File: src/rtl/zynq_axi4_to_axi3_splitter.sv
// Splits AXI4 INCR bursts from the BlackParrot memory master into
// AXI3 sub-bursts of at most 16 beats for the Zynq PS HP port.
`timescale 1ns/1ps
module zynq_axi4_to_axi3_splitter #(
    parameter int C_M00_AXI_ADDR_WIDTH = 32,
    parameter int C_M00_AXI_DATA_WIDTH = 64,
    parameter int C_ID_WIDTH = 6
) (
    input  logic aclk,
    input  logic aresetn,
    input  logic [C_M00_AXI_ADDR_WIDTH-1:0] s_axi_awaddr,
    input  logic [7:0] s_axi_awlen,
    input  logic [2:0] s_axi_awsize,
    input  logic [1:0] s_axi_awburst,
    input  logic [C_ID_WIDTH-1:0] s_axi_awid,
    input  logic s_axi_awvalid,
    output logic s_axi_awready,
    input  logic [C_M00_AXI_DATA_WIDTH-1:0] s_axi_wdata,
    input  logic [C_M00_AXI_DATA_WIDTH/8-1:0] s_axi_wstrb,
    input  logic s_axi_wlast,
    input  logic s_axi_wvalid,
    output logic s_axi_wready,
    output logic [C_ID_WIDTH-1:0] s_axi_bid,
    output logic [1:0] s_axi_bresp,
    output logic s_axi_bvalid,
    input  logic s_axi_bready,
    input  logic [C_M00_AXI_ADDR_WIDTH-1:0] s_axi_araddr,
    input  logic [7:0] s_axi_arlen,
    input  logic [2:0] s_axi_arsize,
    input  logic [1:0] s_axi_arburst,
    input  logic [C_ID_WIDTH-1:0] s_axi_arid,
    input  logic s_axi_arvalid,
    output logic s_axi_arready,
    output logic [C_M00_AXI_DATA_WIDTH-1:0] s_axi_rdata,
    output logic [C_ID_WIDTH-1:0] s_axi_rid,
    output logic [1:0] s_axi_rresp,
    output logic s_axi_rlast,
    output logic s_axi_rvalid,
    input  logic s_axi_rready,
    output logic [C_M00_AXI_ADDR_WIDTH-1:0] m00_axi_awaddr,
    output logic [3:0] m00_axi_awlen,
    output logic [2:0] m00_axi_awsize,
    output logic [1:0] m00_axi_awburst,
    output logic [C_ID_WIDTH-1:0] m00_axi_awid,
    output logic [1:0] m00_axi_awlock,
    output logic [3:0] m00_axi_awcache,
    output logic [2:0] m00_axi_awprot,
    output logic [3:0] m00_axi_awqos,
    output logic m00_axi_awvalid,
    input  logic m00_axi_awready,
    output logic [C_M00_AXI_DATA_WIDTH-1:0] m00_axi_wdata,
    output logic [C_M00_AXI_DATA_WIDTH/8-1:0] m00_axi_wstrb,
    output logic [C_ID_WIDTH-1:0] m00_axi_wid,
    output logic m00_axi_wlast,
    output logic m00_axi_wvalid,
    input  logic m00_axi_wready,
    input  logic [C_ID_WIDTH-1:0] m00_axi_bid,
    input  logic [1:0] m00_axi_bresp,
    input  logic m00_axi_bvalid,
    output logic m00_axi_bready,
    output logic [C_M00_AXI_ADDR_WIDTH-1:0] m00_axi_araddr,
    output logic [3:0] m00_axi_arlen,
    output logic [2:0] m00_axi_arsize,
    output logic [1:0] m00_axi_arburst,
    output logic [C_ID_WIDTH-1:0] m00_axi_arid,
    output logic [1:0] m00_axi_arlock,
    output logic [3:0] m00_axi_arcache,
    output logic [2:0] m00_axi_arprot,
    output logic [3:0] m00_axi_arqos,
    output logic m00_axi_arvalid,
    input  logic m00_axi_arready,
    input  logic [C_M00_AXI_DATA_WIDTH-1:0] m00_axi_rdata,
    input  logic [C_ID_WIDTH-1:0] m00_axi_rid,
    input  logic [1:0] m00_axi_rresp,
    input  logic m00_axi_rlast,
    input  logic m00_axi_rvalid,
    output logic m00_axi_rready
);
    localparam int AW = C_M00_AXI_ADDR_WIDTH;
    localparam int IW = C_ID_WIDTH;

    typedef enum logic [2:0] {W_IDLE, W_ADDR, W_DATA, W_RESP, W_BRSP} w_state_t;
    typedef enum logic [1:0] {R_IDLE, R_ADDR, R_DATA} r_state_t;

    w_state_t w_state;
    logic [AW-1:0] w_addr, w_step;
    logic [2:0] w_size;
    logic [IW-1:0] w_id;
    logic [8:0] w_rem;
    logic [3:0] w_beat, w_sub;
    logic [1:0] resp_acc;
    logic w_hs, w_last;

    r_state_t r_state;
    logic [AW-1:0] r_addr, r_step;
    logic [2:0] r_size;
    logic [IW-1:0] r_id;
    logic [8:0] r_rem;
    logic [3:0] r_sub;
    logic r_final, r_end;

    logic unused_inputs;
    assign unused_inputs = ^{s_axi_awburst, s_axi_arburst, s_axi_wlast,
                             m00_axi_bid, m00_axi_rid};

    assign w_sub  = (w_rem > 9'd16) ? 4'hf : 4'(w_rem - 9'd1);
    assign w_step = AW'(5'(w_sub) + 5'd1) << w_size;
    assign w_hs   = (w_state == W_DATA) && s_axi_wvalid && m00_axi_wready;
    assign w_last = (w_beat == w_sub);

    always_ff @(posedge aclk or negedge aresetn) begin
        if (!aresetn) begin
            w_state  <= W_IDLE;
            w_addr   <= '0;
            w_size   <= '0;
            w_id     <= '0;
            w_rem    <= '0;
            w_beat   <= '0;
            resp_acc <= '0;
        end else begin
            unique case (w_state)
                W_IDLE: if (s_axi_awvalid) begin
                    w_addr  <= s_axi_awaddr;
                    w_size  <= s_axi_awsize;
                    w_id    <= s_axi_awid;
                    w_rem   <= {1'b0, s_axi_awlen} + 9'd1;
                    w_state <= W_ADDR;
                end
                W_ADDR: if (m00_axi_awready) begin
                    w_beat  <= '0;
                    w_state <= W_DATA;
                end
                W_DATA: if (w_hs) begin
                    w_beat <= w_beat + 4'd1;
                    if (w_last) w_state <= W_RESP;
                end
                W_RESP: if (m00_axi_bvalid) begin
                    // Worst sub-burst response wins: DECERR > SLVERR > OKAY
                    if (m00_axi_bresp > resp_acc) resp_acc <= m00_axi_bresp;
                    w_rem <= w_rem - (9'(w_sub) + 9'd1);
                    if (w_rem == 9'(w_sub) + 9'd1) begin
                        w_state <= W_BRSP;
                    end else begin
                        w_addr  <= w_addr + w_step;
                        w_state <= W_ADDR;
                    end
                end
                W_BRSP: if (s_axi_bready) begin
                    resp_acc <= '0;
                    w_state  <= W_IDLE;
                end
                default: w_state <= W_IDLE;
            endcase
        end
    end

    assign s_axi_awready   = aresetn && (w_state == W_IDLE);
    assign m00_axi_awvalid = (w_state == W_ADDR);
    assign m00_axi_awaddr  = w_addr;
    assign m00_axi_awlen   = w_sub;
    assign m00_axi_awsize  = w_size;
    assign m00_axi_awburst = 2'b01;
    assign m00_axi_awid    = w_id;
    assign m00_axi_awlock  = 2'b00;
    assign m00_axi_awcache = 4'b0011;
    assign m00_axi_awprot  = 3'b000;
    assign m00_axi_awqos   = 4'b0000;
    assign m00_axi_wvalid  = (w_state == W_DATA) && s_axi_wvalid;
    assign s_axi_wready    = (w_state == W_DATA) && m00_axi_wready;
    assign m00_axi_wlast   = (w_state == W_DATA) && w_last;
    assign m00_axi_wdata   = s_axi_wdata;
    assign m00_axi_wstrb   = s_axi_wstrb;
    assign m00_axi_wid     = w_id;
    assign m00_axi_bready  = (w_state == W_RESP);
    assign s_axi_bvalid    = (w_state == W_BRSP);
    assign s_axi_bresp     = resp_acc;
    assign s_axi_bid       = w_id;

    assign r_sub   = (r_rem > 9'd16) ? 4'hf : 4'(r_rem - 9'd1);
    assign r_step  = AW'(5'(r_sub) + 5'd1) << r_size;
    assign r_final = (r_rem <= 9'd16);
    assign r_end   = m00_axi_rvalid && s_axi_rready && m00_axi_rlast;

    always_ff @(posedge aclk or negedge aresetn) begin
        if (!aresetn) begin
            r_state <= R_IDLE;
            r_addr  <= '0;
            r_size  <= '0;
            r_id    <= '0;
            r_rem   <= '0;
        end else begin
            unique case (r_state)
                R_IDLE: if (s_axi_arvalid) begin
                    r_addr  <= s_axi_araddr;
                    r_size  <= s_axi_arsize;
                    r_id    <= s_axi_arid;
                    r_rem   <= {1'b0, s_axi_arlen} + 9'd1;
                    r_state <= R_ADDR;
                end
                R_ADDR: if (m00_axi_arready) r_state <= R_DATA;
                R_DATA: if (r_end) begin
                    r_rem <= r_rem - (9'(r_sub) + 9'd1);
                    if (r_final) begin
                        r_state <= R_IDLE;
                    end else begin
                        r_addr  <= r_addr + r_step;
                        r_state <= R_ADDR;
                    end
                end
                default: r_state <= R_IDLE;
            endcase
        end
    end

    assign s_axi_arready   = aresetn && (r_state == R_IDLE);
    assign m00_axi_arvalid = (r_state == R_ADDR);
    assign m00_axi_araddr  = r_addr;
    assign m00_axi_arlen   = r_sub;
    assign m00_axi_arsize  = r_size;
    assign m00_axi_arburst = 2'b01;
    assign m00_axi_arid    = r_id;
    assign m00_axi_arlock  = 2'b00;
    assign m00_axi_arcache = 4'b0011;
    assign m00_axi_arprot  = 3'b000;
    assign m00_axi_arqos   = 4'b0000;
    assign s_axi_rvalid    = (r_state == R_DATA) && m00_axi_rvalid;
    assign m00_axi_rready  = (r_state == R_DATA) && s_axi_rready;
    assign s_axi_rlast     = s_axi_rvalid && m00_axi_rlast && r_final;
    assign s_axi_rdata     = m00_axi_rdata;
    assign s_axi_rresp     = m00_axi_rresp;
    assign s_axi_rid       = r_id;

endmodule

File: config.mk
export PLATFORM = sky130hd
export DESIGN_NAME = zynq_axi4_to_axi3_splitter
export DESIGN_NICKNAME = d
export VERILOG_FILES = /design/src/rtl/zynq_axi4_to_axi3_splitter.sv
export SDC_FILE = /design/constraint.sdc
export NUM_CORES = 1
export LEC_CHECK = 0
export ABC_CLOCK_PERIOD_IN_PS = 5600
export BUFFER_PORTS_ARGS = -buffer_cell sky130_fd_sc_hd__buf_4
export CAP_MARGIN = 20
export CORE_AREA = 2 2 214 216
export DETAILED_ROUTE_END_ITERATION = 16
export DIE_AREA = 0 0 216 218
export SETUP_SLACK_MARGIN = 0.05
export SYNTH_ARGS = -nofsm -noshare
export SYNTH_HDL_FRONTEND = slang
export SYNTH_SLANG_ARGS = --single-unit
File: constraint.sdc
create_clock -name aclk -period 5.6 [get_ports aclk]
set_input_delay 0.56 -clock aclk [delete_from_list [all_inputs] [get_ports aclk]]
set_output_delay 0.56 -clock aclk [all_outputs]
set_load 0.005 [all_outputs]
==> results of run 1 <==
==> metrics by stage <==
stage	setup WS [ps]	util (%)	instance area (um2)	power, mW	hold slack (ps)
floorplan	1210	-	10100	4.28	264
global placement	780	24.9	11200	5.62	475
detailed placement	770	24.9	11200	5.71	493
CTS	714	25.7	11500	6.55	182
global route	253	25.7	11600	7.08	212
finish	660	25.7	11600	6.53	159
==> routing by layer <==
metal | vias up | wire, um | GRT usage [%]
met3 | 76 | 2880 | 4.18
met2 | 468 | 17700 | 25.7
met5 | - | 0 | 0
li1 | 4462 | - | -
met1 | 4557 | 14200 | 17.0
met4 | 0 | 1180 | 6.19
==> worst min-delay path by stage <==
stage,startpoint,endpoint,slack [ps],cells after the start
after CTS,aresetn,r_state[0],180,1
after detailed placement,m00_axi_araddr[31],m00_axi_araddr[31],490,1
after global placement,m00_axi_araddr[31],m00_axi_araddr[31],470,1
final,aresetn,m00_axi_araddr[3],160,1
after global routing,aresetn,m00_axi_araddr[4],210,1
after floorplan,aresetn,m00_axi_araddr[0],260,0
==> cells in the mapped netlist, types with 24 or more instances <==
library cell and n:
a21oi_1 91, a211oi_1 24, buf_4 186, ha_1 42, o21ai_0 64, dfrtp_1 111, and3_1 29, nor3_1 35
a31oi_1 25, xnor2_1 26, clkbuf_1 52, nor2_1 87, nand2_1 139, inv_1 32, nand3_1 36
==> registers in the layout (all words and copies together), names as in the netlist <==
name            flops
m00_axi_araddr     32
m00_axi_awaddr     32
r_rem               9
w_rem               9
m00_axi_arid        6
m00_axi_awid        6
w_beat              4
m00_axi_arsize      3
m00_axi_awsize      3
w_state             3
r_state             2
s_axi_bresp         2
==> worst max-delay path: cells and delay by family (launching register included) <==
kind / cells / cell delay (ps)
AO/OA/AOI/OAI: 9 / 1880
adder cells (fa/ha/maj): 3 / 900
buffers and inverters: 4 / 610
flip-flops: 1 / 460
AND/OR/NAND/NOR: 3 / 980
==> power by group <==
| part | switching (mW) | internal, mW |
|---|---|---|
| Sequential | 0.599 | 1.18 |
| Combinational | 2.19 | 1.76 |
| Clock | 0.358 | 0.443 |
| Total | 3.15 | 3.38 |
==> area by class of cell <==
class | instances | area share (%)
multi-input cells | 909 | 48.4
flip-flops and latches | 111 | 24.0
repair buffers | 257 | 16.9
well taps | 600 | 6.49
clock buffers | 9 | 1.95
inverters | 34 | 1.10
clock inverters | 7 | 1.07
==> kinds of logic (layout without fill, tap and decap cells) <==
group,Yosys count,count (layout)
mux,13,13
buf+inv,281,307
flops,111,111
simple gates,431,431
compound gates,347,347
fa+ha+maj,45,45
other cells,2,31
xor+xnor,42,42
==> impl_results.md, run 1 <==
- Worst reg2reg path endpoint: m00_axi_awaddr[19]
- Worst EP arrival: 5230 ps
- CTS Sinks: 111
- DRC errors left: 0
- WL per Instance: 18.7 um
- DRT Pass-1 Iters: 6
- Die footprint: 47,100 um2
- Max-cap violation count: 0
- Critical path class: flip-flop to flip-flop
- Part of the cycle the worst path needs: 88.2%
- Period minus WS final: 4940 ps
- Flops & latches, synth: 111
- Top post-synthesis cells by area: dfrtp_1 (28%), buf_4 (14%), ha_1 (5.2%)
- CTS tree: built
- Leakage power: 5.10 nW
- Layout Cells excl Fill: 1,927
- Inserted Clock Buffers: 9
- Worst setup SP type: flip-flop
- Initial antenna violation count: 0
- R2R Setup Slk: 660 ps
- Post-CTS Setup Bufs: 0
- Main combinational cell family by area after synthesis: compound AO/OA/AOI/OAI gates
- Mean Syn Cell Area: 7.88 um2
- Multi-input logic area: 5600 um2
- Worst path slowest cell: or3b_1
- Vias: 9,563
- Endpoint class of the critical path: flip-flop
- Pwr/cell area: 565 nW/um2
- FMAX: 202 MHz
- Total GRT Usage: 14.8%
- Post-synth EDFFs: 0
- Xor-xnor portion of the synthesized cell area: 3.67%
- Area growth, synth to finish: 15.3%
- Slew @ Worst Pin: 1130 ps
- Post-Route WL: 36,000 um
- Cell count after synthesis: 1,272
- Fin nets: 1,635
- Crit path to: m00_axi_awaddr[19]
- CTS hold repair buffers: 0
- Most common cell after layout, fill and taps aside: buf_4
- Worst-path cell chain: inv_1, ha_1, or3b_1, a211oi_1, inv_1, ha_1, inv_1, a22oi_1, nand3_1, a21o_1, o31ai_1, ha_1, o21a_1, o211ai_1, a211oi_1, buf_4, nor2_1, a21oi_1, o2bb2a_1
- Fraction of final layout cells sized beyond drive strength 1: 22.2%
- Flip-flop and latch area: 2780 um2
- Max-slew violation count: 0
- Worst setup path startpoint: w_rem[0]
- Gr ovfl total: 0
- Setup TNS: 0 ps
- # setup viols final: 0
- Root buffer cell: clkbuf_16
- Yosys warns: 0
- Buffers added on ports: 234
- Top-level I/O count: 558
- Synth area leader: dfrtp_1
- CTS clk-pin slew, worst paths: 80 ps
- Max stage delay on crit path: 480 ps
- Post-synthesis sequential area ratio: 27.7%
- Hold Violations, Final: 0
- # resized after CTS: 0
- Worst r2r path cells: 19
- First-pass GRT wire length: 53,800 um
- Top FF cell, synth: dfrtp_1
- Peak supply drop: 0.000399 V
- RSZ-0062 raised after global routing: no
- Starting Density: 22.3%
- Worst-case clock skew: 12.0 ps
- Top-area cell type share of the netlist area: 27.7%
- Simple-Gate Fraction of Synth Area: 20.9%
- Area fraction in compound gates after synthesis: 22.6%
- Vias/cell: 4.96
- Largest net degree at the start of global routing: 52
- Crit path required time: 5890 ps
- Status: completed
- Placed cells: 1,909
- Antenna-violating nets left: 0
- Hold WC Path Type: primary input to async pin
- FF-to-FF Start: w_rem[0]
- Number of distinct library cells after synthesis: 77
- Fill cells: 4,920
- Vias in the first global route: 9,053
- Slew headroom: 24.6%
- Post-Synthesis Cell Area: 10,000 um2
- Die Wd: 216 um
- Most frequent cells in the layout: buf_4 (254), nand2_1 (139), dfrtp_1 (111), a21oi_1 (91), nor2_1 (86)
- DR iter-0 viols: 779
- H-tree depth: 3
- HPWL Detailed: 28,100 um
- Worst-path fanout max: 8
- Mux cell area share after synthesis: 1.52%
- Worst-skew pair later-pin latency: 390 ps
- Site Rows: 78
- Async set-reset flop share out of synthesis: 100%
- Chip height: 218 um
- Gpl congestion: 0.903
- Ant diodes: 0
- CTS Buffer Depth: 2
- Core area: 44,900 um2
- Fraction of the mapped netlist area in adder cells: 5.84%
Power figures use the tool's default switching activity.
==> inputs of run 2 (changes only) <==
--- a/config.mk
+++ b/config.mk
@@ -8,9 +8,12 @@
 export ABC_CLOCK_PERIOD_IN_PS = 5600
 export BUFFER_PORTS_ARGS = -buffer_cell sky130_fd_sc_hd__buf_4
 export CAP_MARGIN = 20
-export CORE_AREA = 2 2 214 216
+export CELL_PAD_IN_SITES_DETAIL_PLACEMENT = 1
+export CELL_PAD_IN_SITES_GLOBAL_PLACEMENT = 1
+export CORE_AREA = 2 2 218 220
 export DETAILED_ROUTE_END_ITERATION = 16
-export DIE_AREA = 0 0 216 218
+export DIE_AREA = 0 0 220 222
+export PLACE_DENSITY_LB_ADDON = 0.1
 export SETUP_SLACK_MARGIN = 0.05
 export SYNTH_ARGS = -nofsm -noshare
 export SYNTH_HDL_FRONTEND = slang
==> impl_results.md, run 2 (synthesis results as in run 1) <==
- Worst EP arrival: 5260 ps (+30 ps)
- Worst-case clock skew: 18.9 ps (+6.87 ps)
- FMAX: 202 MHz (-0.44%)
- Max-slew violation count: 0 (unchanged)
- Psw: 3.22 mW (+2.1%)
- Most frequent cells in the layout: buf_4 (261), nand2_1 (139), dfrtp_1 (111), a21oi_1 (91), nor2_1 (86)
- CTS clk-pin slew, worst paths: 100 ps (+20 ps)
- Leakage power: 5.10 nW (about the same)
- Endpoint class of the critical path: flip-flop
- Fin util: 25.0% (-0.79 points)
- Hold WC Path Type: primary input to async pin
- Worst-skew pair later-pin latency: 400 ps (about the same)
- Antenna-violating nets left: 0 (unchanged)
- Net Sw Frac: 49.7% (+1.5 points)
- Post-CTS Setup Bufs: 0 (unchanged)
- Peak supply drop: 0.000158 V (-61%)
- Ant diodes: 0 (unchanged)
- Final setup margin: 638 ps (-21.7 ps)
- CTS tree: built
- Critical path class: flip-flop to flip-flop
- Pwr/cell area: 561 nW/um2 (-0.73%)
- Post-Place Worst Slack: 627 ps (-143 ps)
- Root buffer cell: clkbuf_16
- Setup TNS: 0 ps (unchanged)
- Buffers added on ports: 234 (unchanged)
- DRT Pass-1 Iters: 4 (-2)
- CTS Buffer Depth: 2 (unchanged)
- Clock group share of total power: 11.0% (-1.3 points)
- Worst setup SP type: flip-flop
- Max-cap violation count: 0 (unchanged)
- Core area: 46,300 um2 (+3.0%)
- Fin nets: 1,641 (+0.37%)
- Total GRT Usage: 16.0% (+1.2 points)
- Die Wd: 220 um (+1.9%)
- Post-Route WL: 39,300 um (+9.1%)
- Starting Density: 21.7% (-0.66 points)
- Vias/cell: 4.82 (-2.8%)
- Top-level I/O count: 558 (unchanged)
- RSZ-0062 raised after global routing: no
- Fraction of final layout cells sized beyond drive strength 1: 22.5% (+0.35 points)
- First-pass GRT wire length: 59,600 um (+11%)
- Slew headroom: 30.7% (+6.1 points)
- # resized after CTS: 0 (unchanged)
- Chip height: 222 um (+1.8%)
- Status: completed
- Gr ovfl total: 0 (unchanged)
- Worst-path fanout max: 11 (+3)
- Sequential power share: 28.0% (+0.8 points)
- Site Rows: 79 (+1.3%)
- Hold WS: 132 ps (-26.6 ps)
- WL per Instance: 20.2 um (+8.4%)
- Hold Violations, Final: 0 (unchanged)
- HPWL Detailed: 30,000 um (+6.6%)
- Gpl congestion: 0.789 (-13%)
- Largest net degree at the start of global routing: 87 (+67%)
- Power Internal: 3.25 mW (-3.7%)
- Period minus WS final: 4960 ps (+21.7 ps)
- # setup viols final: 0 (unchanged)
- Initial antenna violation count: 1 (+1)
- Inserted Clock Buffers: 9 (unchanged)
- Vias: 9,354 (-2.2%)
- Die footprint: 48,800 um2 (+3.7%)
- Vias in the first global route: 9,595 (+6.0%)
- H-tree depth: 3 (unchanged)
- Area growth, synth to finish: 15.1%
- Most common cell after layout, fill and taps aside: buf_4
- Crit path required time: 5900 ps (about the same)
- Comb power frac: 61.0% (+0.5 points)
- Slew @ Worst Pin: 1040 ps (-92.3 ps)
- DRC errors left: 0 (unchanged)
- CTS Sinks: 111 (unchanged)
- CTS hold repair buffers: 0 (unchanged)
- Part of the cycle the worst path needs: 88.6% (+0.39 points)
- DR iter-0 viols: 393 (-50%)
==> run 2: through the flow <==
step | cells | cell area (um2) | power (mW)
after floorplan | 1301 | 10100 | 4.28
after global placement | 1923 | 11200 | 5.82
after detailed placement | 1924 | 11300 | 5.85
after CTS | 1940 | 11500 | 6.62
after global routing | 1940 | 11500 | 7.14
final | 1940 | 11500 | 6.47
==> run 2: power by group through the flow <==
stage	Clock (mW)	Sequential (mW)	Combinational, mW
2_1_floorplan	0	1.55	2.73
3_3_place_gp	0	1.83	3.98
3_5_place_dp	0	1.84	4.02
4_1_cts	0.762	1.82	4.03
5_1_grt	0.776	1.92	4.45
6_report	0.709	1.81	3.95
==> run 2: metal layers <==
layer | wire (um) | GRT usage (%) | vias to the layer above
li1 | - | - | 4467
met1 | 17200 | 20.3 | 4561
met2 | 18600 | 26.0 | 276
met3 | 2740 | 5.31 | 48
met4 | 651 | 3.70 | 2
met5 | 13 | 0 | -
==> run 2: final timing paths <==
path	start	endpoint	slack, ps	depth (start not counted)
min in group aclk	s_axi_arid[3]	m00_axi_arid[3]	340	3
setup / recovery	r_rem[0]	m00_axi_araddr[18]	640	20
setup reg to reg	r_rem[0]	m00_axi_araddr[18]	640	20
hold / removal	aresetn	w_beat[2]	130	1
max in group asynchronous	aresetn	m00_axi_araddr[22]	4560	2
hold reg to reg	m00_axi_araddr[31]	m00_axi_araddr[31]	500	1
==> run 2: final cells by class <==
| class | instances | area [um2] |
|---|---|---|
| Sequential cell | 111 | 2780 |
| Multi-Input combinational cell | 909 | 5600 |
| Clock inverter | 6 | 53.8 |
| Clock buffer | 10 | 239 |
| Inverter | 34 | 128 |
| Tap cell | 607 | 759 |
| Timing Repair Buffer | 263 | 1980 |
| Fill cell | 5525 | 34700 |
==> run 2: worst max-delay path, cell delays in order, from the launching register on <==
cell and delay (ps):
dfrtp_1 460, inv_1 150, ha_1 150, or3b_2 460, a21oi_2 280, nand2_1 180
ha_1 340, nor2b_1 130, a31oi_1 270, mux2_2 240, o22ai_1 80, ha_1 250
a2111o_1 410, o21bai_1 180, a311oi_1 290, buf_4 180, nor3_1 50, buf_4 180
and2_0 160, buf_4 140, a311oi_1 240
==> inputs of run 3 (changes only) <==
--- a/config.mk
+++ b/config.mk
@@ -6,15 +6,17 @@
 export NUM_CORES = 1
 export LEC_CHECK = 0
 export ABC_CLOCK_PERIOD_IN_PS = 5600
-export BUFFER_PORTS_ARGS = -buffer_cell sky130_fd_sc_hd__buf_4
+export BUFFER_PORTS_ARGS = -buffer_cell sky130_fd_sc_hd__buf_2
 export CAP_MARGIN = 20
 export CELL_PAD_IN_SITES_DETAIL_PLACEMENT = 1
 export CELL_PAD_IN_SITES_GLOBAL_PLACEMENT = 1
 export CORE_AREA = 2 2 218 220
 export DETAILED_ROUTE_END_ITERATION = 16
 export DIE_AREA = 0 0 220 222
+export GPL_TIMING_DRIVEN = 0
 export PLACE_DENSITY_LB_ADDON = 0.1
 export SETUP_SLACK_MARGIN = 0.05
 export SYNTH_ARGS = -nofsm -noshare
 export SYNTH_HDL_FRONTEND = slang
 export SYNTH_SLANG_ARGS = --single-unit
+export TNS_END_PERCENT = 5
==> impl_results.md, run 3 (synthesis results as in run 1) <==
- Status: completed
- Initial antenna violation count: 0 (-1)
- Fill cells: 5,730 (+3.7%)
- # setup viols final: 0 (unchanged)
- Final instance area: 13,200 um2 (+14%)
- Endpoint class of the critical path: flip-flop
- Post-Place Cell Area: 12,800 um2 (+14%)
- DRT Pass-1 Iters: 4 (unchanged)
- Critical path class: flip-flop to flip-flop
- Max-cap violation count: 0 (unchanged)
- Gr ovfl total: 0 (unchanged)
- Top-level I/O count: 558 (unchanged)
- Hold WC Path Type: primary input to async pin
- Vias: 10.7k (+15%)
- CTS Sinks: 111 (unchanged)
- Worst-skew pair later-pin latency: 400 ps (about the same)
- Net Sw Frac: 50.6% (+0.90 points)
- DR iter-0 viols: 439 (+12%)
- CTS Buffer Depth: 2 (unchanged)
- Gpl congestion: 0.789 (unchanged)
- Area growth, synth to finish: 31.5%
- Total GRT Usage: 17.2% (+1.2 points)
- Power Internal: 3.26 mW (+0.24%)
- First-pass GRT wire length: 64,400 um (+8.2%)
- Worst-path fanout max: 8 (-3)
- Slew headroom: 27.6% (-3.1 points)
- Psw: 3.34 mW (+3.9%)
- WL per Instance: 18.8 um (-6.9%)
- HPWL Detailed: 34,600 um (+15%)
- Hold Violations, Final: 0 (unchanged)
- H-tree depth: 3 (unchanged)
- Slew @ Worst Pin: 1080 ps (+38.2 ps)
- Most common cell after layout, fill and taps aside: buf_2
- R2R Setup Slk: 420 ps (-220 ps)
- Comb power frac: 63.8% (+2.8 points)
- FMAX: 193 MHz (-4.3%)
- Inserted Clock Buffers: 9 (unchanged)
- Final setup margin: 416 ps (-222 ps)
- Setup TNS: 0 ps (unchanged)
- Post-Place Worst Slack: -265 ps (-891 ps)
- Vias/cell: 4.66 (-3.3%)
- Worst-case clock skew: 15.7 ps (-3.21 ps)
- DRC errors left: 0 (unchanged)
- Clock group share of total power: 11.0% (about the same)
- Period minus WS final: 5180 ps (+222 ps)
- Worst setup SP type: flip-flop
- CTS clk-pin slew, worst paths: 90 ps (about the same)
- Most frequent cells in the layout: buf_2 (372), buf_4 (187), nand2_1 (139), dfrtp_1 (111), a21oi_1 (91)
- RSZ-0062 raised after global routing: yes
- Core area: 46,300 um2 (unchanged)
- Max-slew violation count: 0 (unchanged)
- Peak supply drop: 0.000162 V (+2.8%)
- FF-to-FF Start: w_rem[0]
- Antenna-violating nets left: 0 (unchanged)
- Leakage power: 6.35 nW (+24%)
- Worst r2r path cells: 19 (-5.0%)
- Die footprint: 48,800 um2 (unchanged)
- Fin nets: 1,998 (+22%)
- Largest net degree at the start of global routing: 79 (-9.2%)
- Crit path required time: 5920 ps (+20 ps)
- Worst reg2reg path endpoint: m00_axi_awaddr[17]
- Pwr/cell area: 501 nW/um2 (-11%)
- Worst EP arrival: 5500 ps (+240 ps)
- Fin util: 28.5% (+3.6 points)
- Sequential power share: 25.2% (-2.8 points)
- Starting Density: 21.7% (unchanged)
- Chip height: 222 um (unchanged)
- Fraction of final layout cells sized beyond drive strength 1: 36.0% (+13 points)
- Part of the cycle the worst path needs: 92.6% (+4.0 points)
- Root buffer cell: clkbuf_16
- Ant diodes: 0 (unchanged)
- CTS tree: built
- Post-Route WL: 43,300 um (+10%)
- Buffers added on ports: 371 (+59%)
- Die Wd: 220 um (unchanged)
- Vias in the first global route: 10.8k (+13%)
- Site Rows: 79 (unchanged)
-- run 3: changes by cell type in the layout (fill, tap and decap cells not counted), sizes merged --
cell    previous run  this run
buf              263       567
clkbuf            10        64
clkinv             5         4
bufinv             0         1
inv               34        33
-- run 3: worst max-delay path by stage --
stage	startpoint	to	slack [ps]	cells past startpoint
finish	w_rem[0]	m00_axi_awaddr[17]	420	19
global route	w_rem[0]	m00_axi_awaddr[27]	20	18
CTS	r_rem[0]	m00_axi_araddr[19]	-10	20
detailed placement	r_rem[0]	m00_axi_araddr[19]	-260	20
global placement	w_rem[0]	m00_axi_awaddr[27]	-290	17
floorplan	w_rem[0]	m00_axi_awaddr[27]	1210	18
-- run 3: final cells by class --
cell class / instances / area (um2) / share of cell area (%)
Sequential cell: 111 / 2780 / 21.1
Buffer: 247 / 1650 / 12.5
Inverter: 34 / 128 / 0.968
Clock inverter: 5 / 56.3 / 0.427
Clock buffer: 11 / 243 / 1.84
Tap cell: 607 / 759 / 5.76
Multi-Input combinational cell: 909 / 5680 / 43.1
Timing Repair Buffer: 373 / 1900 / 14.4
-- run 3: layer usage --
metal	GRT usage, %	vias up	share of wire (%)
li1	-	5185	-
met3	3.37	28	5.4
met2	29.6	270	50
met4	4.09	0	1.5
met5	0	-	0
met1	22.0	5230	43
-- run 3: critical path: stages, from the launching register on --
cell      delay (ps)
dfrtp_1          490
inv_1            160
ha_1             180
or3b_1           360
buf_6            150
a211oi_1         500
inv_1            210
ha_1             380
inv_1            110
a22oi_1          300
nand3_1          150
a21o_1           190
o31ai_1           90
ha_1             390
o21a_1           160
o211ai_1         300
a21oi_1          120
o31a_1           390
a41o_1           260
a211oi_1         220
-- run 3: power by group through the flow --
stage,clock (mW),combinational (mW),sequential (mW)
floorplan,0,2.73,1.55
global placement,0,4.16,1.67
detailed placement,0,4.20,1.68
CTS,0.772,4.24,1.67
global route,0.789,4.73,1.74
finish,0.729,4.21,1.66
-- run 3: timing repair --
action / 4_1_cts / 5_1_grt
resized for setup: 6 / 15
buffers inserted: 0 / 1
pin swaps: 0 / 2
endpoints found under the setup margin: 24 / 35
hold buffers: 0 / 0
-- run 3: per-stage QoR --
step | power (mW) | hold WS (ps) | std cells
2_1_floorplan | 4.28 | 264 | 1301
3_3_place_gp | 5.83 | 483 | 2279
3_5_place_dp | 5.88 | 474 | 2280
4_1_cts | 6.69 | 58.3 | 2296
5_1_grt | 7.26 | 79.6 | 2297
6_report | 6.61 | 72.7 | 2297
